--- src/rtl/epcs_flash_responder_if.sv ---
// EPCS serial link and backing-memory port bundle for epcs_flash_responder.
// The master modport is the environment side (SPI master plus byte memory);
// the slave modport is the flash responder itself.
interface epcs_flash_responder_if #(
    parameter int unsigned ADDR_W = 23
);
    logic              EPCS_DCLK;
    logic              EPCS_CSN;
    logic              EPCS_ASDI;
    logic              EPCS_DATA;
    logic [ADDR_W-1:0] mem_addr;
    logic              mem_rd;
    logic [7:0]        mem_data;
    logic              cmd_err;

    modport master (
        output EPCS_DCLK,
        output EPCS_CSN,
        output EPCS_ASDI,
        output mem_data,
        input  EPCS_DATA,
        input  mem_addr,
        input  mem_rd,
        input  cmd_err
    );

    modport slave (
        input  EPCS_DCLK,
        input  EPCS_CSN,
        input  EPCS_ASDI,
        input  mem_data,
        output EPCS_DATA,
        output mem_addr,
        output mem_rd,
        output cmd_err
    );
endinterface

--- src/rtl/epcs_flash_responder.sv ---
// EPCS serial configuration flash responder: SPI slave running on SYS_CLK that
// oversamples DCLK, decodes READ (0x03) / READ STATUS (0x05) and serves bytes
// from a synchronous byte memory with one-byte prefetch.
// Optional: define EPCS_SILICON_ID_EN to support READ SILICON ID (0xAB).
module epcs_flash_responder #(
    parameter int unsigned ADDR_W     = 23,
    parameter logic [7:0]  STATUS_VAL = 8'h00
`ifdef EPCS_SILICON_ID_EN
    ,
    parameter logic [7:0]  SILICON_ID = 8'h16
`endif
) (
    input  logic                  SYS_CLK,
    input  logic                  SIM_RST,
    epcs_flash_responder_if.slave bus
);

    localparam int unsigned CNT_W    = 5;
    localparam int unsigned SHIFT_W  = 23;
    localparam int unsigned FADDR_W  = 24;
    localparam logic [7:0]  OP_READ   = 8'h03;
    localparam logic [7:0]  OP_STATUS = 8'h05;
`ifdef EPCS_SILICON_ID_EN
    localparam logic [7:0]  OP_SID    = 8'hAB;
`endif

    typedef enum logic [3:0] {
        S_WAIT_CS,
        S_IDLE,
        S_OPCODE,
        S_ADDR,
        S_DATA,
        S_STATUS,
        S_IGNORE
`ifdef EPCS_SILICON_ID_EN
        ,
        S_DUMMY,
        S_SID
`endif
    } state_e;

    // synchronisers
    logic dclk_s1_q, dclk_s2_q, dclk_s3_q;
    logic csn_s1_q, csn_s2_q;
    logic asdi_s1_q, asdi_s2_q;

    // FSM and datapath registers
    state_e              state_q,     state_d;
    logic [CNT_W-1:0]    bit_cnt_q,   bit_cnt_d;
    logic [SHIFT_W-1:0]  shift_in_q,  shift_in_d;
    logic [7:0]          shift_out_q, shift_out_d;
    logic [7:0]          prefetch_q,  prefetch_d;
    logic [ADDR_W-1:0]   addr_q,      addr_d;
    logic                rd_pend_q,   rd_pend_d;
    logic                cap_pend_q,  cap_pend_d;
    logic                epcs_data_q, epcs_data_d;
    logic                mem_rd_q,    mem_rd_d;
    logic [ADDR_W-1:0]   mem_addr_q,  mem_addr_d;
    logic                cmd_err_q,   cmd_err_d;

    logic                dclk_rise_c;
    logic                dclk_fall_c;
    logic [7:0]          opcode_c;
    logic [FADDR_W-1:0]  faddr_c;
    logic [7:0]          reload_c;

    // Two-flop synchronisers plus a third DCLK flop for edge detection.
    always_ff @(posedge SYS_CLK) begin
        if (SIM_RST) begin
            dclk_s1_q <= 1'b0;
            dclk_s2_q <= 1'b0;
            dclk_s3_q <= 1'b0;
            csn_s1_q  <= 1'b0;
            csn_s2_q  <= 1'b0;
            asdi_s1_q <= 1'b0;
            asdi_s2_q <= 1'b0;
        end else begin
            dclk_s1_q <= bus.EPCS_DCLK;
            dclk_s2_q <= dclk_s1_q;
            dclk_s3_q <= dclk_s2_q;
            csn_s1_q  <= bus.EPCS_CSN;
            csn_s2_q  <= csn_s1_q;
            asdi_s1_q <= bus.EPCS_ASDI;
            asdi_s2_q <= asdi_s1_q;
        end
    end

    assign dclk_rise_c = dclk_s2_q & ~dclk_s3_q;
    assign dclk_fall_c = ~dclk_s2_q & dclk_s3_q;
    assign opcode_c    = {shift_in_q[6:0], asdi_s2_q};
    assign faddr_c     = {shift_in_q, asdi_s2_q};

    // Byte loaded into the output shifter at the start of each served byte.
    always_comb begin
        reload_c = STATUS_VAL;
        if (state_q == S_DATA) begin
            reload_c = prefetch_q;
        end
`ifdef EPCS_SILICON_ID_EN
        else if (state_q == S_SID) begin
            reload_c = SILICON_ID;
        end
`endif
    end

    // State and datapath register update.
    always_ff @(posedge SYS_CLK) begin
        if (SIM_RST) begin
            state_q     <= S_WAIT_CS;
            bit_cnt_q   <= '0;
            shift_in_q  <= '0;
            shift_out_q <= '0;
            prefetch_q  <= '0;
            addr_q      <= '0;
            rd_pend_q   <= 1'b0;
            cap_pend_q  <= 1'b0;
            epcs_data_q <= 1'b0;
            mem_rd_q    <= 1'b0;
            mem_addr_q  <= '0;
            cmd_err_q   <= 1'b0;
        end else begin
            state_q     <= state_d;
            bit_cnt_q   <= bit_cnt_d;
            shift_in_q  <= shift_in_d;
            shift_out_q <= shift_out_d;
            prefetch_q  <= prefetch_d;
            addr_q      <= addr_d;
            rd_pend_q   <= rd_pend_d;
            cap_pend_q  <= cap_pend_d;
            epcs_data_q <= epcs_data_d;
            mem_rd_q    <= mem_rd_d;
            mem_addr_q  <= mem_addr_d;
            cmd_err_q   <= cmd_err_d;
        end
    end

    // Next-state, shifting, prefetch and output logic.
    always_comb begin
        state_d     = state_q;
        bit_cnt_d   = bit_cnt_q;
        shift_in_d  = shift_in_q;
        shift_out_d = shift_out_q;
        prefetch_d  = prefetch_q;
        addr_d      = addr_q;
        rd_pend_d   = rd_pend_q;
        cap_pend_d  = 1'b0;
        epcs_data_d = epcs_data_q;
        mem_rd_d    = 1'b0;
        mem_addr_d  = mem_addr_q;
        cmd_err_d   = 1'b0;

        if ((state_q != S_WAIT_CS) && csn_s2_q) begin
            // Deselect aborts everything, including any edge seen this cycle.
            state_d     = S_IDLE;
            bit_cnt_d   = '0;
            shift_in_d  = '0;
            shift_out_d = '0;
            rd_pend_d   = 1'b0;
            epcs_data_d = 1'b0;
        end else begin
            // Memory data is valid the cycle after the read strobe.
            cap_pend_d = mem_rd_q;
            if (cap_pend_q) begin
                prefetch_d = bus.mem_data;
                addr_d     = addr_q + ADDR_W'(1);
            end
            if (rd_pend_q) begin
                mem_rd_d   = 1'b1;
                mem_addr_d = addr_q;
                rd_pend_d  = 1'b0;
            end

            unique case (state_q)
                S_WAIT_CS: begin
                    epcs_data_d = 1'b0;
                    if (csn_s2_q) begin
                        state_d = S_IDLE;
                    end
                end

                S_IDLE: begin
                    epcs_data_d = 1'b0;
                    bit_cnt_d   = '0;
                    shift_in_d  = '0;
                    state_d     = S_OPCODE;
                end

                S_OPCODE: begin
                    epcs_data_d = 1'b0;
                    if (dclk_rise_c) begin
                        shift_in_d = {shift_in_q[SHIFT_W-2:0], asdi_s2_q};
                        bit_cnt_d  = bit_cnt_q + CNT_W'(1);
                        if (bit_cnt_q == CNT_W'(7)) begin
                            bit_cnt_d = '0;
                            if (opcode_c == OP_READ) begin
                                state_d = S_ADDR;
                            end else if (opcode_c == OP_STATUS) begin
                                state_d     = S_STATUS;
                                shift_out_d = STATUS_VAL;
                            end
`ifdef EPCS_SILICON_ID_EN
                            else if (opcode_c == OP_SID) begin
                                state_d = S_DUMMY;
                            end
`endif
                            else begin
                                cmd_err_d = 1'b1;
                                state_d   = S_IGNORE;
                            end
                        end
                    end
                end

                S_ADDR: begin
                    epcs_data_d = 1'b0;
                    if (dclk_rise_c) begin
                        shift_in_d = {shift_in_q[SHIFT_W-2:0], asdi_s2_q};
                        bit_cnt_d  = bit_cnt_q + CNT_W'(1);
                        if (bit_cnt_q == CNT_W'(23)) begin
                            bit_cnt_d  = '0;
                            addr_d     = ADDR_W'(faddr_c);
                            mem_addr_d = ADDR_W'(faddr_c);
                            mem_rd_d   = 1'b1;
                            state_d    = S_DATA;
                        end
                    end
                end

`ifdef EPCS_SILICON_ID_EN
                S_DUMMY: begin
                    epcs_data_d = 1'b0;
                    if (dclk_rise_c) begin
                        bit_cnt_d = bit_cnt_q + CNT_W'(1);
                        if (bit_cnt_q == CNT_W'(23)) begin
                            bit_cnt_d   = '0;
                            shift_out_d = SILICON_ID;
                            state_d     = S_SID;
                        end
                    end
                end
`endif

                S_DATA, S_STATUS
`ifdef EPCS_SILICON_ID_EN
                , S_SID
`endif
                : begin
                    // Byte start loads the next byte; other falls shift MSB first.
                    if (dclk_fall_c) begin
                        if (bit_cnt_q == '0) begin
                            shift_out_d = reload_c;
                            epcs_data_d = reload_c[7];
                            rd_pend_d   = (state_q == S_DATA);
                        end else begin
                            shift_out_d = {shift_out_q[6:0], 1'b0};
                            epcs_data_d = shift_out_q[6];
                        end
                        bit_cnt_d = (bit_cnt_q == CNT_W'(7)) ? '0 : bit_cnt_q + CNT_W'(1);
                    end
                end

                S_IGNORE: begin
                    epcs_data_d = 1'b0;
                end

                default: begin
                    epcs_data_d = 1'b0;
                    state_d     = S_WAIT_CS;
                end
            endcase
        end
    end

    assign bus.EPCS_DATA = epcs_data_q;
    assign bus.mem_rd    = mem_rd_q;
    assign bus.mem_addr  = mem_addr_q;
    assign bus.cmd_err   = cmd_err_q;

endmodule

--- src/flat_wrapper.sv ---
// flat-port wrapper written by rule: the top's interface ports become plain ports
module epcs_flash_responder_flat 
#(
    parameter int unsigned ADDR_W     = 23,
    parameter logic [7:0]  STATUS_VAL = 8'h00

)
  (SYS_CLK, SIM_RST, bus_EPCS_DCLK, bus_EPCS_CSN, bus_EPCS_ASDI, bus_mem_data, bus_EPCS_DATA, bus_mem_addr, bus_mem_rd, bus_cmd_err);
  epcs_flash_responder_if #(.ADDR_W(ADDR_W)) bus_i ();
  input  logic SYS_CLK;
  input  logic SIM_RST;
  input wire logic [$bits(bus_i.EPCS_DCLK)-1:0] bus_EPCS_DCLK;
  input wire logic [$bits(bus_i.EPCS_CSN)-1:0] bus_EPCS_CSN;
  input wire logic [$bits(bus_i.EPCS_ASDI)-1:0] bus_EPCS_ASDI;
  input wire logic [$bits(bus_i.mem_data)-1:0] bus_mem_data;
  output wire logic [$bits(bus_i.EPCS_DATA)-1:0] bus_EPCS_DATA;
  output wire logic [$bits(bus_i.mem_addr)-1:0] bus_mem_addr;
  output wire logic [$bits(bus_i.mem_rd)-1:0] bus_mem_rd;
  output wire logic [$bits(bus_i.cmd_err)-1:0] bus_cmd_err;
  assign bus_i.EPCS_DCLK = bus_EPCS_DCLK;
  assign bus_i.EPCS_CSN = bus_EPCS_CSN;
  assign bus_i.EPCS_ASDI = bus_EPCS_ASDI;
  assign bus_i.mem_data = bus_mem_data;
  assign bus_EPCS_DATA = bus_i.EPCS_DATA;
  assign bus_mem_addr = bus_i.mem_addr;
  assign bus_mem_rd = bus_i.mem_rd;
  assign bus_cmd_err = bus_i.cmd_err;
  epcs_flash_responder #(.ADDR_W(ADDR_W), .STATUS_VAL(STATUS_VAL)) u_core (.SYS_CLK(SYS_CLK), .SIM_RST(SIM_RST), .bus(bus_i));
endmodule
--- config.mk ---
export PLATFORM = sky130hd
export DESIGN_NAME = epcs_flash_responder_flat
export DESIGN_NICKNAME = d
export VERILOG_FILES = /design/src/rtl/epcs_flash_responder_if.sv /design/src/rtl/epcs_flash_responder.sv /design/src/flat_wrapper.sv
export SDC_FILE = /design/constraint.sdc
export NUM_CORES = 1
export LEC_CHECK = 0
export CORE_UTILIZATION = 55
export CTS_CLUSTER_SIZE = 40
export DETAILED_ROUTE_END_ITERATION = 7
export GPL_TIMING_DRIVEN = 0
export PLACE_DENSITY = 0.84
export SLEW_MARGIN = 5
export SYNTH_ARGS = -nofsm -noshare
export SYNTH_HDL_FRONTEND = slang
export SYNTH_SLANG_ARGS = --single-unit
--- constraint.sdc ---
create_clock -name SYS_CLK -period 2.8 [get_ports SYS_CLK]
set_clock_uncertainty 0.05 [all_clocks]
set_input_delay 0.56 -clock SYS_CLK [delete_from_list [all_inputs] [get_ports SYS_CLK]]
set_output_delay 0.56 -clock SYS_CLK [all_outputs]
set_load 0.02 [all_outputs]
# Yosys cells after proc, flatten, opt, wreduce, memory -nomap -nowiden

Cells that the tools add are included.

Mux-type cells: 39
Bitwise gates (word level): 12
Add/sub/neg operators: 2
Equal/unequal tests: 25
Reduce and logical (&&, ||, !) cells: 20

Operators by type and width:

| operator                                                              | number |
|---|---|
| 23-bit two-way mux                                                    | 8 |
| 22-bit case mux with 2 select lines                                   | 1 |
| 7-bit two-way mux                                                     | 6 |
| 5-bit two-way mux                                                     | 5 |
| 4-bit two-way mux                                                     | 6 |
| 23-bit by 1-bit adder with 23-bit output, second input constant       | 1 |
| 22-bit two-way mux                                                    | 1 |
| 4-bit case mux with 5 select lines                                    | 1 |
| 5-bit case mux with 4 select lines                                    | 1 |
| 2-bit by 1-bit != test with 1-bit output, second input constant       | 9 |
| 6-bit AND reduction                                                   | 3 |
| 3-bit by 1-bit != test with 1-bit output, second input constant       | 5 |
| 7-bit case mux with 2 select lines                                    | 1 |
| 4-bit by 3-bit equality test with 1-bit output, second input constant | 3 |
| 1-bit NOT                                                             | 10 |
| 4-bit by 2-bit equality test with 1-bit output, second input constant | 2 |
| 8-bit by 2-bit equality test with 1-bit output, second input constant | 1 |
| 8-bit by 3-bit equality test with 1-bit output, second input constant | 1 |
| 8-bit two-way mux                                                     | 1 |
| 4-bit nonzero test                                                    | 2 |
| 1-bit two-way mux                                                     | 7 |
| 2-bit OR reduction                                                    | 3 |
| 3-bit OR reduction                                                    | 2 |
| 6-bit OR reduction                                                    | 1 |
| 14 further kinds                                                      | 17 |

Word-level logic and storage cells: 118
Flip-flop bits (word level): 104
Output and inout port bits: 26

# Logic depth before layout (Yosys ltp)

Depth in word-level cells: 7
Mapped depth: 8
Gate-level depth less buffers: 7

# Least setup slack after synthesis

Ideal clock, no wire load.

Kind: register to register
From: register u_core.bit_cnt_q[0]
To: register u_core.addr_q[1]
Buffers on the path: 2
Slack: 0.889 ns
Clock period less this slack: 1.911 ns
Cell stages (with the launch flop): 9
Required time: 2.655 ns
Arrival time: 1.766 ns
Cell sequence: dfxtp_1 -> ha_1 -> nand3b_4 -> or3_1 -> buf_2 -> buf_6 -> nand2_1 -> o22ai_1 -> a221oi_1

Cells in the longest elaborated chain, start to end: 4

Ends and longest elaborated chain:

| item                   | RTL line                    | text |
|---|---|---|
| from (decl)            | epcs_flash_responder.sv:49  | `logic [CNT_W-1:0] bit_cnt_q, bit_cnt_d;` |
| from (signal assigned) | epcs_flash_responder.sv:123 | `bit_cnt_q <= bit_cnt_d;` |
| 5-bit equality test    | epcs_flash_responder.sv:219 | `if (bit_cnt_q == CNT_W'(23)) begin` |
| 23-bit two-way mux     | epcs_flash_responder.sv:219 |  |
| 23-bit two-way mux     | epcs_flash_responder.sv:216 | `if (dclk_rise_c) begin` |
| 23-bit two-way mux     | epcs_flash_responder.sv:173 | `unique case (state_q)` |
| to (signal assigned)   | epcs_flash_responder.sv:127 | `addr_q <= addr_d;` |
| to (decl)              | epcs_flash_responder.sv:53  | `logic [ADDR_W-1:0] addr_q, addr_d;` |

No other way between the ends.
A chain may end at the register's enable or synchronous reset.

# Final worst setup path

From: register u_core.bit_cnt_q[0]
To: register u_core.addr_q[3]

The elaborated chain is that of the path after synthesis.

==> Flow_metrics.wiki <==
{| class="wikitable"
! Metric !! Value
|-
| Depth of the CTS H-tree || 3
|-
| Most area-consuming cells after synthesis || dfxtp_1, nand2_1, a21oi_1, o21ai_0, nand3_1
|-
| Total net switching power || 678.8 µW
|-
| Non-Filler Instances || just under 800
|-
| Fraction of synthesis flops using an asynchronous set or reset pin || 0%
|-
| EDFF count, synth || 0
|-
| GRT Util Overall || 32.20%
|-
| Detailed-route vias per instance || roughly 6.4
|-
| HPWL Detailed || 10.94 mm
|-
| Synthesized netlist net count || 650
|-
| Number of cells produced by synthesis || 634
|-
| Switching part of the total || 26.70%
|-
| Die span in y || ~98 µm
|-
| Predominant post-synthesis flop cell || dfxtp_1
|-
| Number of buffers on the longest clock path || 2
|-
| Internal power contribution || 1864 µW
|-
| Total instance count after detailed placement || 780
|-
| Critical path type || flop to flop
|-
| Max-cap violation count || 0
|-
| End point of the most critical hold path || u_core.csn_s2_q
|-
| Slew at the pin closest to its max-slew limit || 741.6 ps
|-
| Number of resized instances in the post-cts repair step || 0
|-
| Number of antenna violations at the first check in global routing || 0
|-
| Origin of the worst min-delay path || u_core.csn_s1_q
|-
| Met3 wirelength from detailed routing || 1.631 mm
|-
| Number of DRC violations after detailed-routing iteration 0 || 436
|-
| Num CTS Buffers || 9
|-
| Horiz. Die Dim || about 98 µm
|-
| Fraction of layout instances using a drive strength above 1 || 6.541%
|-
| Reg-to-reg slack, setup || 310 ps
|-
| Core footprint || 8763 µm²
|-
| Sum of negative setup slack || 0 ps
|-
| Final Power || 2542 µW
|-
| Number of optimization iterations in the first detailed-route pass || 5
|-
| Final-stage net count || 699
|-
| Syn Area/Cell || 7.926 µm²
|-
| Worst-case reg-to-reg path depth || 8
|-
| Congestion Overflow GR || 0
|-
| Mean routed wirelength per cell || 19.14 µm
|-
| R2r startpoint || u_core.bit_cnt_q[0]
|-
| Number of antenna-violating nets in the routed design || 0
|-
| Top layer reached by signal wires || met4
|-
| Worst rel slew slack || 50.56%
|-
| Period minus WS final || between 2000 and 2500 ps
|-
| Pin count of the biggest net entering global routing || 20
|-
| Number of primary I/O pins || 39
|-
| Number of remaining DRC errors || 0
|-
| Met2 WL post-DR || 6.761 mm
|-
| Proportion of netlist area held by the largest area contributor || 41.04%
|-
| Most frequent cells in the layout || dfxtp_1, nand2_1, a21oi_1
|-
| Combinational group share of total power || 5.3%
|-
| Port-buffer cells || 38
|-
| Hold violation total from the final report || 0
|-
| Buffers inserted during post-CTS setup optimization || 0
|-
| Type of the most critical hold path || flop to flop
|-
| Initial Utilization || 57.34%
|-
| Count of distinct cell types in the synthesized netlist || slightly above 60
|-
| Worst-path clk slew || between 100 and 150 ps
|-
| Post-route met1 wirelength || 6.389 mm
|-
| Hold Buf Count CTS || 0
|-
| Clock tree from TritonCTS || built
|-
| Yosys warnings || 0
|-
| Leakage power || 0.001909 µW
|-
| Source-to-sink clock delay at the later pin of the worst-skew pair || 380 ps
|-
| Die area || 9522 µm²
|-
| VDD IR-drop max || between 0.2 and 0.3 mV
|-
| Power per standard cell area || 443.6 nW/µm²
|-
| Cell area after synthesis || 5025 µm²
|-
| Cell chosen for the clock root || clkbuf_8
|-
| Drt total wl || about 15 mm
|-
| Most frequent standard cell in the layout excluding fill and tap cells || dfxtp_1
|-
| CP Launch Type || flop
|-
| Worst hold-check slack || 401.8 ps
|-
| Clock power frac || approximately 37%
|-
| Num Clock Sinks || 103
|-
| Crit path capture type || flop
|-
| Crit Reg-Reg Endpoint || u_core.addr_q[3]
|-
| Routability cong. || 0.9627
|-
| Sequential element share of the synthesized area || 41.04%
|-
| Outcome || finished, final reports clean
|-
| Final antenna diode count || 0
|-
| Setup repair after global routing missed its margin || no
|-
| CP arrival || 2690 ps
|-
| Post-route clock period utilization || 88.98%
|-
| Wire length of the first global-routing pass || around 24 mm
|-
| Peak Freq || 401.4 MHz
|-
| Total of flip-flops plus latches after synthesis || 103
|-
| Via count of the first global-routing pass || between 4000 and 5000
|-
| Share of power burned in registers || 58.3%
|-
| Std-Cell Rows || 34
|-
| Utilization after layout || 65.41%
|-
| Startpoint of the worst setup timing path || u_core.bit_cnt_q[0]
|-
| Largest fanout of any net on the critical path || 10
|-
| Routed via count || 5114
|-
| Setup Viol. Count Final || 0
|-
| Cell accounting for the most synthesized area || dfxtp_1
|-
| Depth of the worst hold-timing path || 1
|-
| Required time of the worst setup path || 3000 ps
|-
| Number of slew-limit violations in the final report || 0
|-
| Layout-stage area growth over the synthesis result || 14.07%
|}
[final cells by class]
type,count,area [µm²]
flip-flops and latches,103,2062
clock buffers,10,127.6
repair buffers,38,380.4
fillers,769,3032
plain buffers,48,212.7
multi-input cells,470,2701
clock inverters,6,63.81
inverters,13,48.80
well taps,108,135.1
[sequential cells by signal (all words and copies together) (netlist names), 3 cells and up]
signal and flops:
u_core.bus.mem_addr 23, u_core.state_q 3, u_core.addr_q 23, u_core.prefetch_q 8, u_core.shift_out_q 7, u_core.bit_cnt_q 5
u_core.shift_in_q 22
[stage by stage]
step	setup WS (ps)	instance area [µm²]
2_1_floorplan	889.1	5025
3_3_place_gp	253.5	5540
3_5_place_dp	171.3	5540
4_1_cts	365.6	5732
5_1_grt	144.7	5732
6_report	308.5	5732
[how the worst max path moves through the flow]
stage,to,slack [ps],cells past startpoint
floorplan,u_core.addr_q[1],890,8
global placement,u_core.addr_q[17],250,5
detailed placement,u_core.addr_q[9],170,5
CTS,u_core.bus.mem_addr[19],370,8
global route,u_core.bus.mem_addr[19],140,8
finish,u_core.addr_q[3],310,8
[cells in the mapped netlist, drive strengths merged (13+ instances only)]
| master | count |
|---|---|
| dfxtp | 103 |
| nand2 | 81 |
| a21oi | 58 |
| o21ai | 56 |
| nand3 | 48 |
| nor2 | 43 |
| clkbuf | 29 |
| a211oi | 19 |
| buf | 19 |
| nand3b | 16 |
| nor3 | 15 |
| inv | 13 |
| nand4 | 13 |
[critical path, stage by stage, from the launching register on]
cell,delay [ps]
dfxtp_1,400
ha_1,270
nand3b_4,140
nor3_2,320
buf_2,270
clkbuf_1,480
o21ai_0,200
a22oi_1,180
nor2_1,50
[power by group through the flow]
stage / combinational (µW) / sequential, µW / clock, µW
global placement: 129 / 1510 / 0
finish: 135 / 1480 / 927
CTS: 132 / 1480 / 940
global route: 143 / 1480 / 1000
detailed placement: 132 / 1510 / 0
floorplan: 78.6 / 1510 / 0
[layer usage]
layer  track usage, %  vias up
li1                 -     2399
met1            45.18     2394
met2            48.79      279
met3            5.468       42
met4            13.57        0
met5                0        -
[logic make-up after synthesis]
logic type | count (synthesis) | synth area share, %
simple gates | 282 | 30.15
fa+ha+maj | 3 | 0.7471
flops | 103 | 41.04
compound gates | 176 | 21.02
buf+inv | 61 | 5.204
xor+xnor | 2 | 0.3487
mux | 7 | 1.494
No activity file was read; power rests on OpenSTA's default activity.
